[config.mk]
export PLATFORM = sky130hd
export DESIGN_NAME = tlb_multiport
export DESIGN_NICKNAME = d
export VERILOG_FILES = /design/src/rtl/tlb_multiport_pkg.sv /design/src/rtl/tlb_multiport_match.sv /design/src/rtl/tlb_multiport.sv
export SDC_FILE = /design/constraint.sdc
export NUM_CORES = 1
export LEC_CHECK = 0
export CAP_MARGIN = 5
export CORE_AREA = 2 2 247 249
export CTS_CLUSTER_DIAMETER = 120
export DETAILED_ROUTE_END_ITERATION = 16
export DIE_AREA = 0 0 249 251
export GPL_TIMING_DRIVEN = 0
export PLACE_DENSITY = 0.6
export SLEW_MARGIN = 15
export SYNTH_ARGS = -nofsm -noshare
export SYNTH_HDL_FRONTEND = slang
export SYNTH_SLANG_ARGS = --single-unit
export TNS_END_PERCENT = 20
[constraint.sdc]
create_clock -name clk -period 17.71 [get_ports clk]
set_input_delay 3.542 -clock clk [delete_from_list [all_inputs] [get_ports clk]]
set_output_delay 3.542 -clock clk [all_outputs]
set_load 0.05 [all_outputs]
[src/rtl/tlb_multiport_pkg.sv]
// Shared types for the multi-port TLB: per-cycle update operation and fill target kind.
package tlb_multiport_pkg;

  // Update operation applied to the entry array on a given edge.
  typedef enum logic [1:0] {
    OP_IDLE,
    OP_FILL,
    OP_INV,
    OP_FLUSH
  } op_e;

  // How a fill picks its target entry.
  typedef enum logic [1:0] {
    FILL_NONE,
    FILL_UPDATE,   // entry already holds the VPN: overwrite in place
    FILL_FREE,     // lowest-index invalid entry
    FILL_REPLACE   // array full: round-robin victim
  } fill_kind_e;

  // Flush beats invalidate, invalidate beats fill.
  function automatic op_e op_select(input logic flush, input logic inv, input logic fill);
    if (flush) begin
      return OP_FLUSH;
    end
    if (inv) begin
      return OP_INV;
    end
    if (fill) begin
      return OP_FILL;
    end
    return OP_IDLE;
  endfunction

endpackage

[src/rtl/tlb_multiport_match.sv]
// Combinational VPN compare of one address against every entry: one-hot hit vector
// plus the attributes of the matching entry. Entries never hold duplicate VPNs, so
// the AND-OR mux below is exact.
module tlb_match
  import tlb_multiport_pkg::*;
#(
  parameter int unsigned ENTRIES = 8,
  parameter int unsigned VPN_W   = 20,
  parameter int unsigned PFN_W   = 20
) (
  input  logic [VPN_W-1:0]              vpn,
  input  logic [ENTRIES-1:0]            ent_valid,
  input  logic [ENTRIES-1:0][VPN_W-1:0] ent_vpn,
  input  logic [ENTRIES-1:0][PFN_W-1:0] ent_pfn,
  input  logic [ENTRIES-1:0]            ent_rw,
  input  logic [ENTRIES-1:0]            ent_pcd,
  output logic [ENTRIES-1:0]            hit_vec,
  output logic [PFN_W-1:0]              pfn,
  output logic                          rw,
  output logic                          pcd
);

  // Compare against all valid entries and OR together the selected entry's fields.
  always_comb begin
    hit_vec = '0;
    pfn     = '0;
    rw      = 1'b0;
    pcd     = 1'b0;
    for (int unsigned i = 0; i < ENTRIES; i++) begin
      hit_vec[i] = ent_valid[i] && (ent_vpn[i] == vpn);
      if (hit_vec[i]) begin
        pfn = pfn | ent_pfn[i];
        rw  = rw  | ent_rw[i];
        pcd = pcd | ent_pcd[i];
      end
    end
  end

endmodule

[src/rtl/tlb_multiport.sv]
// Fully-associative, multi-port TLB with registered lookup results, fill,
// single-VPN invalidate and full flush.
module tlb_multiport
  import tlb_multiport_pkg::*;
#(
  parameter int unsigned ENTRIES   = 8,
  parameter int unsigned NUM_PORTS = 2,
  parameter int unsigned VA_W      = 32,
  parameter int unsigned PA_W      = 32,
  parameter int unsigned PAGE_BITS = 12
) (
  input  logic                          clk,
  input  logic                          reset,
  input  logic [NUM_PORTS-1:0]          lk_valid,
  input  logic [NUM_PORTS*VA_W-1:0]     lk_va,
  output logic [NUM_PORTS-1:0]          lk_done,
  output logic [NUM_PORTS-1:0]          lk_hit,
  output logic [NUM_PORTS*PA_W-1:0]     lk_pa,
  output logic [NUM_PORTS-1:0]          lk_rw,
  output logic [NUM_PORTS-1:0]          lk_pcd,
  input  logic                          fill_valid,
  output logic                          fill_ready,
  input  logic [VA_W-PAGE_BITS-1:0]     fill_vpn,
  input  logic [PA_W-PAGE_BITS-1:0]     fill_pfn,
  input  logic                          fill_rw,
  input  logic                          fill_pcd,
  input  logic                          inv_valid,
  input  logic [VA_W-PAGE_BITS-1:0]     inv_vpn,
  input  logic                          flush,
  output logic [$clog2(ENTRIES+1)-1:0]  occupancy
);

  localparam int unsigned VPN_W = VA_W - PAGE_BITS;
  localparam int unsigned PFN_W = PA_W - PAGE_BITS;
  localparam int unsigned IDX_W = $clog2(ENTRIES);
  localparam int unsigned OCC_W = $clog2(ENTRIES + 1);

  logic [ENTRIES-1:0]            ent_valid;
  logic [ENTRIES-1:0][VPN_W-1:0] ent_vpn;
  logic [ENTRIES-1:0][PFN_W-1:0] ent_pfn;
  logic [ENTRIES-1:0]            ent_rw;
  logic [ENTRIES-1:0]            ent_pcd;
  logic [IDX_W-1:0]              rr_ptr;
  logic [OCC_W-1:0]              occ_q;

  op_e                           op;
  fill_kind_e                    fill_kind;
  logic [VPN_W-1:0]              upd_vpn;
  logic [ENTRIES-1:0]            upd_hit_vec;
  logic [PFN_W-1:0]              upd_pfn;
  logic                          upd_rw;
  logic                          upd_pcd;
  logic [ENTRIES-1:0]            free_vec;
  logic [ENTRIES-1:0]            wr_vec;
  logic [ENTRIES-1:0]            valid_n;
  logic [IDX_W-1:0]              rr_n;
  logic [OCC_W-1:0]              occ_n;

  assign fill_ready = !flush && !inv_valid;
  assign op         = op_select(flush, inv_valid, fill_valid);
  assign occupancy  = occ_q;

  // Invalidate and fill never act in the same cycle, so they share one compare path.
  assign upd_vpn = inv_valid ? inv_vpn : fill_vpn;

  tlb_match #(
    .ENTRIES (ENTRIES),
    .VPN_W   (VPN_W),
    .PFN_W   (PFN_W)
  ) u_upd_match (
    .vpn       (upd_vpn),
    .ent_valid (ent_valid),
    .ent_vpn   (ent_vpn),
    .ent_pfn   (ent_pfn),
    .ent_rw    (ent_rw),
    .ent_pcd   (ent_pcd),
    .hit_vec   (upd_hit_vec),
    .pfn       (upd_pfn),
    .rw        (upd_rw),
    .pcd       (upd_pcd)
  );

  // Lowest-index invalid entry as a one-hot vector (all zero when the array is full).
  always_comb begin
    logic found;
    free_vec = '0;
    found    = 1'b0;
    for (int unsigned i = 0; i < ENTRIES; i++) begin
      if (!ent_valid[i] && !found) begin
        free_vec[i] = 1'b1;
        found       = 1'b1;
      end
    end
  end

  // Classify a fill: in-place update, free slot, or round-robin replacement.
  always_comb begin
    fill_kind = FILL_NONE;
    if (op == OP_FILL) begin
      if (|upd_hit_vec) begin
        fill_kind = FILL_UPDATE;
      end else if (|free_vec) begin
        fill_kind = FILL_FREE;
      end else begin
        fill_kind = FILL_REPLACE;
      end
    end
  end

  // Next valid vector, write enables, replacement pointer and occupancy.
  always_comb begin
    valid_n = ent_valid;
    wr_vec  = '0;
    rr_n    = rr_ptr;
    case (fill_kind)
      FILL_UPDATE:  wr_vec = upd_hit_vec;
      FILL_FREE:    wr_vec = free_vec;
      FILL_REPLACE: begin
        wr_vec = ENTRIES'(1) << rr_ptr;
        rr_n   = (rr_ptr == IDX_W'(ENTRIES - 1)) ? '0 : rr_ptr + 1'b1;
      end
      default:      wr_vec = '0;
    endcase
    case (op)
      OP_FLUSH: begin
        valid_n = '0;
        rr_n    = '0;
      end
      OP_INV:   valid_n = ent_valid & ~upd_hit_vec;
      OP_FILL:  valid_n = ent_valid | wr_vec;
      default:  valid_n = ent_valid;
    endcase
    occ_n = '0;
    for (int unsigned i = 0; i < ENTRIES; i++) begin
      occ_n = occ_n + OCC_W'(valid_n[i]);
    end
  end

  // Entry array, replacement pointer and occupancy registers.
  always_ff @(posedge clk or posedge reset) begin
    if (reset) begin
      ent_valid <= '0;
      ent_vpn   <= '0;
      ent_pfn   <= '0;
      ent_rw    <= '0;
      ent_pcd   <= '0;
      rr_ptr    <= '0;
      occ_q     <= '0;
    end else begin
      ent_valid <= valid_n;
      rr_ptr    <= rr_n;
      occ_q     <= occ_n;
      for (int unsigned i = 0; i < ENTRIES; i++) begin
        if (wr_vec[i]) begin
          ent_vpn[i] <= fill_vpn;
          ent_pfn[i] <= fill_pfn;
          ent_rw[i]  <= fill_rw;
          ent_pcd[i] <= fill_pcd;
        end
      end
    end
  end

  for (genvar p = 0; p < NUM_PORTS; p++) begin : g_port
    logic [VPN_W-1:0]     q_vpn;
    logic [PAGE_BITS-1:0] q_off;
    logic [ENTRIES-1:0]   m_hit_vec;
    logic [PFN_W-1:0]     m_pfn;
    logic                 m_rw;
    logic                 m_pcd;
    logic                 done_q;
    logic                 hit_q;
    logic                 rw_q;
    logic                 pcd_q;
    logic [PA_W-1:0]      pa_q;

    assign q_vpn = lk_va[p*VA_W+PAGE_BITS +: VPN_W];
    assign q_off = lk_va[p*VA_W +: PAGE_BITS];

    tlb_match #(
      .ENTRIES (ENTRIES),
      .VPN_W   (VPN_W),
      .PFN_W   (PFN_W)
    ) u_lk_match (
      .vpn       (q_vpn),
      .ent_valid (ent_valid),
      .ent_vpn   (ent_vpn),
      .ent_pfn   (ent_pfn),
      .ent_rw    (ent_rw),
      .ent_pcd   (ent_pcd),
      .hit_vec   (m_hit_vec),
      .pfn       (m_pfn),
      .rw        (m_rw),
      .pcd       (m_pcd)
    );

    // Register one lookup result per request; all fields are zero unless done and hit.
    always_ff @(posedge clk or posedge reset) begin
      if (reset) begin
        done_q <= 1'b0;
        hit_q  <= 1'b0;
        rw_q   <= 1'b0;
        pcd_q  <= 1'b0;
        pa_q   <= '0;
      end else begin
        done_q <= lk_valid[p];
        if (lk_valid[p] && |m_hit_vec) begin
          hit_q <= 1'b1;
          rw_q  <= m_rw;
          pcd_q <= m_pcd;
          pa_q  <= {m_pfn, q_off};
        end else begin
          hit_q <= 1'b0;
          rw_q  <= 1'b0;
          pcd_q <= 1'b0;
          pa_q  <= '0;
        end
      end
    end

    assign lk_done[p]              = done_q;
    assign lk_hit[p]               = hit_q;
    assign lk_rw[p]                = rw_q;
    assign lk_pcd[p]               = pcd_q;
    assign lk_pa[p*PA_W +: PA_W]   = pa_q;
  end

endmodule

# Word level (Yosys, flattened, before mapping)
# Index checks and enable logic that the tools add are counted.
[totals]
ff_bits = 423
inputBits = 133
out_inout_bits = 77
word_cells = 275
[classes]
addsub = 8
eq_ne = 31
shift = 1
mux = 91
n_bitwise = 45
n_reduce_logical = 54
[ops]
columns = ["op", "n"]
rows = [
  ["20-bit equality test", 24],
  ["20-bit 2-to-1 mux", 17],
  ["20-bit OR", 14],
  ["32-bit 2-to-1 mux", 2],
  ["1-bit 2-to-1 mux", 59],
  ["8-bit case mux with 3 select lines", 2],
  ["1-bit logical AND", 34],
  ["8-bit OR reduction", 4],
  ["1-bit OR", 28],
  ["4-bit by 1-bit adder with 4-bit output", 4],
  ["2-bit 2-to-1 mux", 8],
  ["1-bit logical NOT", 15],
  ["3-bit 2-to-1 mux", 3],
  ["8-bit AND", 1],
  ["2-bit equality test (second input constant)", 4],
  ["8-bit inverter", 1],
  ["8-bit OR", 1],
  ["1-bit by 3-bit << shifter with 8-bit output (first input constant)", 1],
  ["3-bit by 1-bit adder with 4-bit output", 1],
  ["2-bit by 1-bit equality test with 1-bit output (second input constant)", 2],
  ["2-bit by 1-bit adder with 3-bit output", 1],
  ["3-bit by 1-bit adder with 3-bit output (second input constant)", 1],
  ["3-bit equality test (second input constant)", 1],
  ["1-bit by 1-bit adder with 2-bit output", 1],
  ["2-bit nonzero test", 1],
]

# Logic depth before layout (Yosys ltp)
# Gate-level depths: netlist of run 1.
[logic_depth]
ltp_word = 36
depth_mapped = 21
depth_no_buf = 18

# Hierarchy
# From an unflattened synthesis of run 1, not the netlist that was laid out.
[unflattened]
cells_unflattened = 3349
area_unflattened_um2 = 31347.6
[modules_own_cells]
columns = ["module", "n_inst", "cells_per_inst", "area_each_um2", "seq_area_each_um2"]
rows = [
  ["tlb_multiport", 1, 1609, 18844.3, 10585.2],
  ["tlb_match", 3, 580, 4167.7, 0.0],
]

# Least setup slack after synthesis of run 1
# Ideal clock, no wire load.
[synth_timing]
path_kind = "input -> register"
startpoint = "input port inv_valid"
endpoint = "register occ_q[2], in the netlist occupancy[2]"
setup_ns = 0.123
t_arrival_ns = 8.555
required_time_ns = 17.587
setup_slack_ns = 9.032
path_stages = 20
n_path_buf = 4
path_cell_list = "buf_6 > buf_6 > nor2_1 > and2_1 > buf_1 > o21ai_0 > nor3_1 > buf_4 > nand2_1 > a221o_1 > fa_1 > inv_1 > fa_1 > inv_1 > fa_1 > inv_1 > ha_1 > inv_1 > fa_1 > xnor2_1"
[synth_between]
elab_chain_cells = 18
word_cells_on_any_way = 45
cone_classes = "add/sub: 7; eq/ne: 14; mux: 12; bitwise: 3; reduce/logical: 9"
[synth_lines]
columns = ["element", "line_no", "source"]
rows = [
  ["start, declared", "tlb_multiport.sv:27", "input logic inv_valid,"],
  ["parallel branches: the longest is 10 deep, another holds 20-bit 2-to-1 mux", "--", ""],
  ["8-bit case mux with 3 select lines (*)", "tlb_multiport.sv:124", "case (op)"],
  ["1-bit by 1-bit adder with 2-bit output", "tlb_multiport.sv:135", "occ_n = occ_n + OCC_W'(valid_n[i]);"],
  ["2-bit by 1-bit adder with 3-bit output", "tlb_multiport.sv:135", ""],
  ["3-bit by 1-bit adder with 4-bit output", "tlb_multiport.sv:135", ""],
  ["4-bit by 1-bit adder with 4-bit output (3 in a row)", "tlb_multiport.sv:135", ""],
  ["4-bit by 1-bit adder with 4-bit output (*)", "tlb_multiport.sv:135", ""],
  ["net occ_n[2]", "tlb_multiport.sv:57", "logic [OCC_W-1:0] occ_n;"],
  ["end signal, assigned", "tlb_multiport.sv:152", "occ_q <= occ_n;"],
  ["end, declared", "tlb_multiport.sv:44", "logic [OCC_W-1:0] occ_q;"],
]
# Mark *: on every way through the listed nets, which the timed path passes. The select of a mux whose other input is x is not followed.
# A chain may end at the register's enable or synchronous reset.

# Worst setup path in the final report of run 1
[layout_timing]
startpoint = "input port inv_vpn[9]"
endpoint = "register occ_q[1], in the netlist occupancy[1]"
[layout_between]
elab_chain_cells = 17
word_cells_on_any_way = 35
cone_classes = "add/sub: 7; eq/ne: 11; mux: 5; bitwise: 3; reduce/logical: 9"
[layout_lines]
columns = ["element", "line_no", "source"]
rows = [
  ["start, declared", "tlb_multiport.sv:28", "input logic [VA_W-PAGE_BITS-1:0] inv_vpn,"],
  ["20-bit 2-to-1 mux (*)", "tlb_multiport.sv:64", "assign upd_vpn = inv_valid ? inv_vpn : fill_vpn;"],
  ["20-bit equality test", "tlb_multiport_match.sv:30", "hit_vec[i] = ent_valid[i] && (ent_vpn[i] == vpn);"],
  ["1-bit logical AND", "tlb_multiport_match.sv:30", ""],
  ["8-bit OR reduction", "tlb_multiport.sv:100", "if (|upd_hit_vec) begin"],
  ["2-bit 2-to-1 mux", "tlb_multiport.sv:100", ""],
  ["2-bit 2-to-1 mux", "tlb_multiport.sv:99", "if (op == OP_FILL) begin"],
  ["2-bit equality test or 2-bit by 1-bit equality test with 1-bit output (tied branches)", "tlb_multiport.sv:115", "case (fill_kind)"],
  ["8-bit case mux with 3 select lines", "tlb_multiport.sv:115", ""],
  ["8-bit OR", "tlb_multiport.sv:130", "OP_FILL: valid_n = ent_valid | wr_vec;"],
  ["8-bit case mux with 3 select lines (*)", "tlb_multiport.sv:124", ""],
  ["1-bit by 1-bit adder with 2-bit output", "tlb_multiport.sv:135", ""],
  ["2-bit by 1-bit adder with 3-bit output", "tlb_multiport.sv:135", ""],
  ["3-bit by 1-bit adder with 4-bit output", "tlb_multiport.sv:135", ""],
  ["4-bit by 1-bit adder with 4-bit output (3 in a row)", "tlb_multiport.sv:135", ""],
  ["4-bit by 1-bit adder with 4-bit output (*)", "tlb_multiport.sv:135", ""],
  ["net occ_n[1]", "tlb_multiport.sv:57", ""],
]
# The timed path passes the listed nets; every way through them passes the cells marked *.

==> results.tsv, run 1 <==
metric	value	unit
gp_congestion	0.9884	
seqCellArea	10590	µm²
drive_gt1_share	20.04	%
synth-simple-area-share	6.674	%
synth_area	23750	µm²
clock_path_buffers	3	
ios	210	
drt-initial-drc-count	2103	
port_buffers	148	
grt_pass1_wl	140100	µm
required	18.21	ns
clk_latency	0.62	ns
worstSetupPathType	input pin to flop	
grt-ovfl-total	0	
period_minus_slack	9.350	ns
rsz0062_at_grt	false	
reg2reg_depth	18	
synth_top_area_share	44.56	%
grt_max_degree	102	
synth.distinct_cells	48	
fin_util	47.24	%
hold_depth	1	
cts_root_buf	clkbuf_16	
critPathMaxFanout	10	
dieArea	62500	µm²
max_stage_delay	0.99	ns
cts_resized	0	
dr.pass1.iters	6	
synth_xor_area_share	17.74	%
drv_cap	0	
fmax	107.0	MHz
drv_slew	0	
critPathArrivalTime	9.85	ns
synthAdderAreaFrac	0.8112	%
cts_max_level	2	
post_cts_buffers	0	
r2r_start	ent_vpn[11]	
cp-start-kind	input pin	
syn_nets	2123	
synth_compound_area_share	8.939	%
vias	18790	
wl_per_cell	33.16	µm
cts_hold_buf	0	
ff2ff_setup_slack	12.07	ns
internal-power	1762	µW
crit_path_cell_trace	clkdlybuf4s50_1 -> mux2i_2 -> xnor2_1 -> nor4_1 -> nand4_1 -> o32ai_1 -> nor3_1 -> buf_4 -> nand2_1 -> o22a_1 -> fa_1 -> inv_1 -> fa_1 -> inv_1 -> fa_1 -> inv_1 -> ha_1 -> inv_1 -> fa_1 -> inv_1	
status	finished, final reports clean	
antenna_found_initial	6	
clock_skew	0.02770	ns
finalNetCount	2342	
start_util	39.72	%
final_common_cell	dfrtp_1	
worst_path_most_repeated_cell	inv_1	
yosysSeqAreaShare	44.56	%
hold_viol	0	
clock_sinks	423	
viasPerCell	6.221	
reg2reg_to	occupancy[1]	
grt_pass1_vias	19040	
drc	0	
die_x	249	µm
syn_avg_cell_area	12.01	µm²
hold_class	flop to flop	
p_sw	710.0	µW
area_delta_synth_final	18.93	%
core_area	59790	µm²
final_cell_mix	dfrtp_1, xor2_1, mux2_2	
max-slew-margin-rel	16.45	%
power_frac_seq	44.1	%
cpMaxStageDelayCell	nor4_1	
timing.final.crit_share	52.80	%
synth.area.mux_share	17.84	%
min_to	ent_pfn[73]	
drtAntennaViolNets	0	
ir_drop	0.06978	mV
setup.worst_path.start	inv_vpn[9]	
total_power	2472	µW
worstMarginPinSlew	1.253	ns
synth_top_family_by_area	multiplexers	
endpoint_kind	flop	
netlist_instances	1977	
p_comb_share	13.3	%
multi_input_area	12470	µm²
synth_top_cell_by_area	dfrtp_1	
p_per_area	87.52	nW/µm²
ys_top_cells_by_area	dfrtp_1, mux2_2, xor2_1	
ys_ff_latch	423	
cts_tree	done	
numCtsBuffers	49	
hold_ws	0.5221	ns
fillers	5425	
clockPowerShare	42.6	%
clkTransAtPathRegs	0.06	ns
grtUsageTotal	31.54	%
setup_viol	0	
hpwl	71400	µm
yosysWarnings	0	
fp.dieH	251	µm
rows	90	
hp-start	ent_pfn[73]	
p_leak	0.01226	µW
swShare	28.72	%
route.final.wire_length	100100	µm
## cell type report
cell class,count,share of cell area [%]
tap,782,3.464
multi-input combinational,1384,44.13
clock buffer,68,5.018
clock inverter,23,0.9656
timing repair buffer,168,6.015
sequential,423,37.47
inverter,24,0.3455
buffer,146,2.569
antenna,2,0.01772
## power groups by stage
stage | Combinational (µW) | Clock [µW] | Sequential, µW
final | 330 | 1050 | 1090
after global routing | 348 | 1110 | 1090
after CTS | 325 | 1070 | 1090
after detailed placement | 324 | 0 | 1100
after floorplan | 210 | 0 | 1070
after global placement | 314 | 0 | 1100
## synth_stat cells, drive strengths merged
| library cell | n |
|---|---|
| nor4 | 119 |
| xor2 | 260 |
| o22ai | 4 |
| nor2 | 15 |
| nor2b | 3 |
| o31ai | 2 |
| nand2b | 3 |
| o32ai | 3 |
| o21ai | 6 |
| and2 | 25 |
| fa | 4 |
| a22oi | 90 |
| nand3 | 17 |
| ha | 9 |
| a31oi | 50 |
| mux2 | 337 |
| inv | 24 |
| a21oi | 2 |
| or4 | 5 |
| a211o | 2 |
| a32o | 1 |
| clkbuf | 89 |
| mux2i | 21 |
| o21a | 1 |
| a32oi | 3 |
| nand4 | 42 |
| a221o | 2 |
| a22o | 45 |
| a311o | 1 |
| nor3 | 24 |
| a211oi | 1 |
| dfrtp | 423 |
| buf | 57 |
| o22a | 2 |
| a221oi | 48 |
| xnor2 | 221 |
| nand2 | 16 |
## per-stage QoR
stage                     setup TNS (ns)  cells  setup slack [ns]  cell area (µm²)
final                                  0   3020             8.360            28250
after floorplan                        0   1977             2.391            23750
after global placement          -1069.72   2907            -2.588            26210
after CTS                              0   3018             8.603            28240
after detailed placement               0   2927             7.969            26550
after global routing                   0   3018             8.312            28240
## registers in the layout (all words and copies together) (netlist names), 3 cells and up
name	count
ent_pcd	8
g_port.pa_q	64
rr_ptr	3
occupancy	4
ent_rw	8
ent_vpn	160
ent_valid	8
ent_pfn	160
## kinds of logic (layout without fill, tap and decap cells)
kind of cell             count (synthesis)  in the layout
AO/OA/AOI/OAI                          263            263
XOR/XNOR                               481            481
adder cells (fa/ha/maj)                 13             13
buffers and inverters                  170            429
flip-flops                             423            423
multiplexers                           358            358
other                                    0              2
AND/OR/NAND/NOR                        269            269
## layer usage
layer / global-route usage (%) / part of all wire, % / vias up
li1: - / - / 7642
met1: 40.52 / 40 / 9586
met2: 49.55 / 45 / 1212
met3: 7.600 / 9.2 / 345
met4: 16.40 / 5.6 / 2
met5: 0 / 0.012 / -
## critical path: cells and delay by family
family	cells	cell delay [ns]
fa+ha+maj	5	1.94
simple gates	4	1.84
buf+inv	7	0.98
mux	1	0.90
compound gates	2	0.50
xor+xnor	1	0.13
## worst max path at each step
| stage | to | slack (ns) | cells after the start |
|---|---|---|---|
| 6_report | occupancy[1] | 8.36 | 20 |
| 5_1_grt | occupancy[2] | 8.31 | 20 |
| 4_1_cts | occupancy[1] | 8.60 | 20 |
| 3_5_place_dp | occupancy[1] | 7.97 | 20 |
| 3_3_place_gp | ent_pfn[91] | -2.59 | 2 |
| 2_1_floorplan | ent_pcd[0] | 2.39 | 1 |
Power figures use the tool's default switching activity.
==> run 2: changes to the inputs <==
Clock period 17.71 ns to 9.5 ns, I/O delays scaled along.
==> run 2 against run 1 <==
Net effect:
- combinational power grew 92%
- sequential share of layout area shrank 0.52 points
- die area is the same
- register-to-register slack lost 8.2 ns
- worst hold slack gained 0.0046 ns
- cell area grew 1.4%
- clock skew grew 0.0085 ns
- global-route usage grew 0.60 points
- largest cell class unchanged
- sequential power grew 86%
- critical path type unchanged
- core utilization grew 0.67 points
==> results.tsv, run 2 (synthesized netlist as in run 1, its figures left out) <==
metric	value	unit	change
clockPowerShare	45.5	%	was 42.6%
route.final.wire_length	102100	µm	was 100100 µm
final_cell_mix	dfrtp_1, xor2_1, mux2_2		unchanged
cts_hold_buf	0		unchanged
fin_util	47.91	%	was 47.24%
hold_class	flop to flop		unchanged
start_util	39.72	%	unchanged
cts_max_level	2		unchanged
ir_drop	0.1478	mV	was 0.06978 mV
port_buffers	148		unchanged
post_cts_buffers	0		unchanged
die_x	249	µm	unchanged
dr.pass1.iters	6		unchanged
drive_gt1_share	20.38	%	was 20.04%
rows	90		unchanged
crit_path_cell_trace	clkbuf_1 -> mux2i_2 -> xnor2_1 -> nor4_1 -> nand4_1 -> o32ai_1 -> nor3_1 -> buf_4 -> nand2_1 -> o22a_1 -> fa_1 -> inv_1 -> fa_1 -> inv_1 -> fa_1 -> inv_1 -> ha_1 -> inv_1 -> fa_1 -> xnor2_1		was clkdlybuf4s50_1 -> mux2i_2 -> xnor2_1 -> nor4_1 -> nand4_1 -> o32ai_1 -> nor3_1 -> buf_4 -> nand2_1 -> o22a_1 -> fa_1 -> inv_1 -> fa_1 -> inv_1 -> fa_1 -> inv_1 -> ha_1 -> inv_1 -> fa_1 -> inv_1
cp-start-kind	input pin		unchanged
period_minus_slack	7.736	ns	
finalNetCount	2352		was 2342
fmax	129.3	MHz	
vias	18840		was 18790
grt_pass1_wl	142000	µm	was 140100 µm
antenna_found_initial	5		was 6
hold_ws	0.5266	ns	was 0.5221 ns
critPathMaxFanout	10		unchanged
ios	210		unchanged
worstSetupPathType	input pin to flop		unchanged
fp.dieH	251	µm	unchanged
required	9.99	ns	was 18.21 ns
drt-initial-drc-count	2341		was 2103
grt-ovfl-total	0		unchanged
wl_per_cell	33.70	µm	was 33.16 µm
worstMarginPinSlew	1.318	ns	was 1.253 ns
fillers	5436		was 5425
drv_slew	0		unchanged
rsz0062_at_grt	false		unchanged
cpMaxStageDelayCell	mux2i_2		was nor4_1
p_sw	1351	µW	was 710.0 µW
timing.final.crit_share	81.43	%	
area_delta_synth_final	20.61	%	was 18.93%
p_leak	0.01244	µW	was 0.01226 µW
swShare	27.72	%	was 28.72%
drtAntennaViolNets	0		unchanged
final_common_cell	dfrtp_1		unchanged
endpoint_kind	flop		unchanged
crit_buf_inv	6		was 7
setup_viol	0		unchanged
clock_skew	0.03621	ns	was 0.02770 ns
power_frac_seq	41.6	%	was 44.1%
max_stage_delay	1.00	ns	was 0.99 ns
top_regs	ent_pfn: 160 flops, ent_vpn: 160 flops, g_port.pa_q: 64 flops		unchanged
cts_resized	0		unchanged
viasPerCell	6.217		was 6.221
cts_root_buf	clkbuf_16		unchanged
grt_max_degree	38		was 102
internal-power	3524	µW	was 1762 µW
gp_congestion	0.9920		was 0.9884
critPathArrivalTime	8.23	ns	was 9.85 ns
grtUsageTotal	32.14	%	was 31.54%
total_power	4875	µW	was 2472 µW
p_per_area	170.2	nW/µm²	was 87.52 nW/µm²
status	finished, final reports clean		unchanged
drc	0		unchanged
hold_viol	0		unchanged
dieArea	62500	µm²	unchanged
grt_pass1_vias	18680		was 19040
core_area	59790	µm²	unchanged
numCtsBuffers	49		unchanged
p_comb_share	13.0	%	was 13.3%
drv_cap	0		unchanged
clk_latency	0.64	ns	was 0.62 ns
clkTransAtPathRegs	0.06	ns	about the same
max-slew-margin-rel	12.13	%	was 16.45%
cp_top_family	adder cells		unchanged
cts_tree	done		unchanged
clock_sinks	423		unchanged
clock_path_buffers	3		unchanged
hpwl	72300	µm	was 71400 µm
run 2: final timing paths:
check / from / endpoint / slack (ns) / depth (start not counted)
setup / recovery: fill_vpn[9] / occupancy[2] / 1.76 / 20
hold / removal: ent_pfn[149] / ent_pfn[149] / 0.53 / 1
setup reg to reg: ent_vpn[11] / occupancy[2] / 3.85 / 18
hold reg to reg: ent_pfn[149] / ent_pfn[149] / 0.53 / 1
max in group asynchronous: reset / ent_pfn[111] / 6.29 / 8
min in group asynchronous: reset / g_port[1].pa_q[8] / 1.53 / 2
run 2: per-stage QoR:
step	setup slack, ns	cells	instance area [µm²]	setup TNS, ns
2_1_floorplan	1.893	1977	23760	0
3_3_place_gp	-1.056	2907	26220	-414.41
3_5_place_dp	1.147	2937	26770	0
4_1_cts	1.769	3029	28650	0
5_1_grt	1.453	3029	28650	0
6_report	1.764	3030	28650	0
run 2: power by group through the flow:
stage | registers [µW] | clock network (µW) | logic (µW)
global placement | 2050 | 0 | 592
CTS | 2020 | 2240 | 622
finish | 2030 | 2220 | 632
global route | 2030 | 2310 | 663
detailed placement | 2050 | 0 | 619
floorplan | 2000 | 0 | 392
run 2: routing by layer:
| metal | global-route usage [%] | routed length [µm] |
|---|---|---|
| met1 | 42.85 | 41980 |
| met5 | 0 | 24 |
| met2 | 49.93 | 45300 |
| met4 | 15.88 | 5588 |
| met3 | 6.565 | 9206 |
run 2: final cells by class:
| type | instances | area, µm² | share of cell area, % |
|---|---|---|---|
| Inverter | 24 | 93.84 | 0.3276 |
| Sequential cell | 423 | 10590 | 36.95 |
| Antenna cell | 1 | 2.502 | 0.008735 |
| Buffer | 146 | 725.7 | 2.533 |
| Tap cell | 782 | 978.4 | 3.415 |
| Timing Repair Buffer | 178 | 1921 | 6.704 |
| Clock inverter | 28 | 521.8 | 1.821 |
| Multi-Input combinational cell | 1384 | 12470 | 43.52 |
| Clock buffer | 64 | 1353 | 4.721 |
